<file path="config.mk">
export PLATFORM = sky130hd
export DESIGN_NAME = fifo_pkt_reader
export DESIGN_NICKNAME = d
export VERILOG_FILES = /design/src/rtl/fifo_pkt_reader.sv
export SDC_FILE = /design/constraint.sdc
export NUM_CORES = 1
export LEC_CHECK = 0
export ABC_CLOCK_PERIOD_IN_PS = 1500
export CAP_MARGIN = 20
export CORE_MARGIN = 5
export CORE_UTILIZATION = 44
export DETAILED_ROUTE_END_ITERATION = 8
export PLACE_DENSITY = 0.71
export SLEW_MARGIN = 20
export SYNTH_ARGS = -nofsm -noshare
export SYNTH_HDL_FRONTEND = slang
export SYNTH_SLANG_ARGS = --single-unit
</file>
<file path="constraint.sdc">
create_clock -name clk -period 1.5 [get_ports clk]
set_input_delay 0.45 -clock clk [delete_from_list [all_inputs] [get_ports clk]]
set_output_delay 0.45 -clock clk [all_outputs]
set_load 0.005 [all_outputs]
</file>
<file path="src/rtl/fifo_pkt_reader.sv">
// Read-side consumer for the synchronous FIFO: pops fixed-length packets and streams
// them out on valid/ready with SOP/EOP markers and an idle gap between packets.
module fifo_pkt_reader #(
  parameter int WIDTH   = 14,
  parameter int PKT_LEN = 16,
  parameter int GAP     = 2
) (
  input  logic             clk,
  input  logic             rst_n,
  input  logic [WIDTH-1:0] fifo_dout,
  input  logic             fifo_empty,
  output logic             fifo_rd_en,
  output logic [WIDTH-1:0] m_data,
  output logic             m_valid,
  input  logic             m_ready,
  output logic             m_sop,
  output logic             m_eop,
  output logic [15:0]      pkt_cnt,
  output logic             busy
);

  typedef enum logic [1:0] {S_IDLE, S_READ, S_GAP} state_t;

  localparam logic [7:0] LAST_IDX = 8'(PKT_LEN - 1);
  localparam logic [3:0] GAP_LOAD = 4'((GAP > 0) ? GAP - 1 : 0);

  state_t           state_q;
  logic [7:0]       word_cnt_q;
  logic [3:0]       gap_cnt_q;
  logic [WIDTH-1:0] m_data_q;
  logic             m_valid_q;
  logic             m_sop_q;
  logic             m_eop_q;
  logic [15:0]      pkt_cnt_q;
  logic             pop;
  logic             accept;
  logic             last_word;

  // Pop is combinational so the FIFO's same-cycle read data lands in the output register.
  assign pop       = (state_q == S_READ) && !fifo_empty && (!m_valid_q || m_ready);
  assign accept    = m_valid_q && m_ready;
  assign last_word = (word_cnt_q == LAST_IDX);

  always_ff @(posedge clk or negedge rst_n) begin
    if (!rst_n) begin
      state_q    <= S_IDLE;
      word_cnt_q <= '0;
      gap_cnt_q  <= '0;
      m_data_q   <= '0;
      m_valid_q  <= 1'b0;
      m_sop_q    <= 1'b0;
      m_eop_q    <= 1'b0;
      pkt_cnt_q  <= '0;
    end else begin
      if (accept && m_eop_q) pkt_cnt_q <= pkt_cnt_q + 16'd1;

      if (pop) begin
        m_data_q  <= fifo_dout;
        m_valid_q <= 1'b1;
        m_sop_q   <= (word_cnt_q == 8'd0);
        m_eop_q   <= last_word;
      end else if (accept) begin
        m_valid_q <= 1'b0;
      end

      case (state_q)
        S_IDLE: begin
          word_cnt_q <= '0;
          if (!fifo_empty) state_q <= S_READ;
        end
        S_READ: begin
          if (pop) begin
            if (last_word) begin
              word_cnt_q <= '0;
              gap_cnt_q  <= GAP_LOAD;
              state_q    <= (GAP > 0) ? S_GAP : S_IDLE;
            end else begin
              word_cnt_q <= word_cnt_q + 8'd1;
            end
          end
        end
        S_GAP: begin
          gap_cnt_q <= gap_cnt_q - 4'd1;
          if (gap_cnt_q == 4'd0) state_q <= S_IDLE;
        end
        default: state_q <= S_IDLE;
      endcase
    end
  end

  assign fifo_rd_en = pop;
  assign m_data     = m_data_q;
  assign m_valid    = m_valid_q;
  assign m_sop      = m_sop_q;
  assign m_eop      = m_eop_q;
  assign pkt_cnt    = pkt_cnt_q;
  assign busy       = (state_q != S_IDLE) || m_valid_q;

endmodule

</file>
==> out/qor.yml <==
setup_path:
  timing.critical_path.arrival_ns: 1.30
  critical_path_peak_fanout: 2
  timing.critical_path.to_type: "primary output"
  worst_path_largest_cell_delay_ns: 0.40
  r2r_start: "state_q[1]"
  critPathLaunchType: "register"
  cp-startpoint: "state_q[1]"
  worstReg2RegEnd: "word_cnt_q[5]"
  slowest_stage: "sky130_fd_sc_hd__dfrtp_1"
  critPathKind: "register to primary output"
  rrSetupSlack_ns: -0.16
  timing.critical_path.cells: "buf_4 > or3_4 > buf_6"
  required_time_reported_for_the_critical_path_endpoint_ns: 1.05
  timing.critical_path.to: "busy"
  worst_r2r_path_depth: 7
routing:
  postRouteAntennaNets: 0
  drcViolationCount: 0
  avgRoutedWirePerCell_um: 14.8
  routed-via-count: 1826
  detail_route.wirelength_um: 5400
  initialDrtViolationCount: 62
  drt-pass1-iter-count: 4
  viasPerCell: 4.99
sta:
  hold_slack_ns: 0.118
  fin_ws_ns: -0.251
  fin_worst_skew_ns: 0.00919
  finalHoldViolations: 0
  maxClockFrequency_mhz: 571
  report.final.setup_viol: 12
  final_period_demand_of_the_worst_path_ns: 1.75
  rsz_0062_raised_after_global_routing: "true"
  total_negative_slack_for_setup_checks_ns: -1.23
  report.final.slew_viol_count: 0
  tightest_slew_ns: 0.264
  min_period_over_period_pct: 117
  worst_slew_margin_rel_pct: 82.2
floorplanning:
  start_util_pct: 45.8
  die_ar_um2: 6460
  die_h_um: 80.4
  row_count: 25
  fp.dieW_um: 80.4
  ios: 53
  fp.coreArea_um2: 4750
cts:
  cts_made_buffers: 5
  cts_buffer_depth: 2
  ctsHtreeMaxLevel: 2
  cts_tree: "yes"
  clk_pin_slew_ns: 0.09
  clock_latency_of_the_later_clocked_register_in_the_worst_skew_pair_ns: 0.30
  cts_sinks: 47
  clockRootBuffer: "sky130_fd_sc_hd__clkbuf_8"
finish:
  postLayoutCoreUtil_pct: 71.7
  drive_above_1_share_pct: 38.5
  layout_commonest_cell: "sky130_fd_sc_hd__dfrtp_1"
  finalNetCount: 320
  area_delta_synth_final_pct: 56.6
  final_cells: 366
  fin_area_um2: 3410
  diodes: 0
  mostFrequentLayoutCells: "sky130_fd_sc_hd__dfrtp_1, sky130_fd_sc_hd__buf_4, sky130_fd_sc_hd__dlygate4sd2_1"
logic_synthesis:
  postSynthAreaPerCell_um2: 11.8
  synth-seq-cells: 47
  synthFlopType: "sky130_fd_sc_hd__dfrtp_1"
  sequential_share_of_the_synthesized_area_pct: 54.0
  yosysWarnings: 0
  post_synth_inst_count: 185
  async_flop_share_pct: 100
  synth_edf_count: 0
  synth_cell_type_count: 41
  synthesis.area_um2: 2180
  mappedNetlistNets: 207
hold_path:
  worst_hold_path_type: "input port to asynchronous set/reset pin"
run:
  cap_viol_max_count: 0
power_and_ir_drop:
  p_total_mw: 3.50
  powerDensity_nw_per_um2: 1030
  power.leakage_nw: 1.69
  vdd_drop_max_v: 0.000763
grt:
  antenna_violations_before_repair: 0
  grt-ovfl-total: 0
  grt_usage_pct: 16.5
  grt_first_pass_wirelength_um: 8470
  grt_max_degree: 48
  number_of_global_route_vias_before_repair: 1826
placed_design:
  setup_slack_after_placement_ns: -0.810
  numPortBuffers: 52
  final_wtd_congestion: 0.730
  dpl.cell_count: 330
  post_dp_cell_area_um2: 2970
  dpl.hpwl_um: 3330
outcome:
  violations_in_the_final_reports: "negative setup slack"
  outcome: "finished, violations left"
==> synthesized netlist by cell type (2+ instances only) <==
cell type / n / area share, %
sky130_fd_sc_hd__inv_1: 7 / 1.2
sky130_fd_sc_hd__dfrtp_1: 47 / 54
sky130_fd_sc_hd__or4_1: 2 / 0.69
sky130_fd_sc_hd__nand4_1: 3 / 0.86
sky130_fd_sc_hd__ha_1: 4 / 2.3
sky130_fd_sc_hd__xor2_1: 5 / 2.0
sky130_fd_sc_hd__nor2_1: 8 / 1.4
sky130_fd_sc_hd__and2b_1: 2 / 0.69
sky130_fd_sc_hd__nor3_1: 3 / 0.69
sky130_fd_sc_hd__and3_1: 3 / 0.86
sky130_fd_sc_hd__mux2_2: 15 / 7.8
sky130_fd_sc_hd__a21oi_1: 6 / 1.4
sky130_fd_sc_hd__xnor2_1: 12 / 4.8
sky130_fd_sc_hd__nor3_2: 2 / 0.92
sky130_fd_sc_hd__nand2_1: 13 / 2.2
sky130_fd_sc_hd__or3_1: 4 / 1.1
sky130_fd_sc_hd__and4_1: 2 / 0.80
sky130_fd_sc_hd__nand3_1: 14 / 3.2
sky130_fd_sc_hd__nand2b_1: 2 / 0.57
sky130_fd_sc_hd__o21ai_0: 10 / 2.3
==> flip-flops by register name (all words and copies together), names as in the netlist <==
name,cells
pkt_cnt,16
m_data,14
word_cnt_q,8
gap_cnt_q,4
state_q,2
m_eop,1
m_sop,1
m_valid,1
==> per-layer routing <==
layer  share of wire (%)  vias to the layer above  GRT usage (%)  wire length [um]
li1                    -                      884              -                 -
met1                  42                      894           20.1              2250
met2                  53                       43           29.8              2840
met3                 4.9                        5           3.48               263
met4                0.85                        0           4.05                46
met5                   0                        -              0                 0
==> how the worst min path moves through the flow <==
stage	startpoint	to	slack, ns	cells past startpoint
6_report	rst_n	pkt_cnt[5]	0.12	2
5_1_grt	rst_n	pkt_cnt[6]	0.14	2
4_1_cts	rst_n	word_cnt_q[5]	0.13	2
3_5_place_dp	rst_n	pkt_cnt[6]	0.45	2
3_3_place_gp	rst_n	pkt_cnt[7]	0.45	2
2_1_floorplan	rst_n	gap_cnt_q[0]	0.15	0
==> worst max-delay path: cells and delay by family (launching register included) <==
kind                   cells  cell delay (ns)
AND/OR/NAND/NOR            1             0.36
buffers and inverters      2             0.26
flip-flops                 1             0.40
==> final cells by class <==
type,count,area (um^2)
sequential,47,1180
clock buffer,7,76.3
tap,67,83.8
fill,367,1340
inverter,8,35.0
timing repair buffer,109,971
multi-input combinational,127,1060
clock inverter,1,5.00
==> power breakdown <==
part / total [mW] / switching (mW) / internal [mW] / leakage [nW]
Sequential: 1.62 / 0.150 / 1.47 / 0.595
Clock: 0.736 / 0.408 / 0.328 / 0.0422
Combinational: 1.15 / 0.493 / 0.654 / 1.05
Total: 3.50 / 1.05 / 2.45 / 1.69
==> what timing repair did <==
item                                    CTS  global route
endpoints found under the hold margin     0             0
buffers inserted                         21             9
hold buffers                              0             0
resized for setup                        66            33
pin swaps                                14            14
gates cloned                              0             1
endpoints found under the setup margin   74            35
==> logic make-up (layout without fill, tap and decap cells) <==
| family | count (synthesis) | after routing | synth area share, % |
|---|---|---|---|
| buffers and inverters | 11 | 125 | 3.27 |
| XOR/XNOR | 17 | 17 | 6.84 |
| AO/OA/AOI/OAI | 23 | 23 | 6.32 |
| flip-flops | 47 | 47 | 54.0 |
| multiplexers | 15 | 15 | 7.75 |
| AND/OR/NAND/NOR | 68 | 68 | 19.5 |
| adder cells (fa/ha/maj) | 4 | 4 | 2.30 |
(Power assumes the default switching activity.)
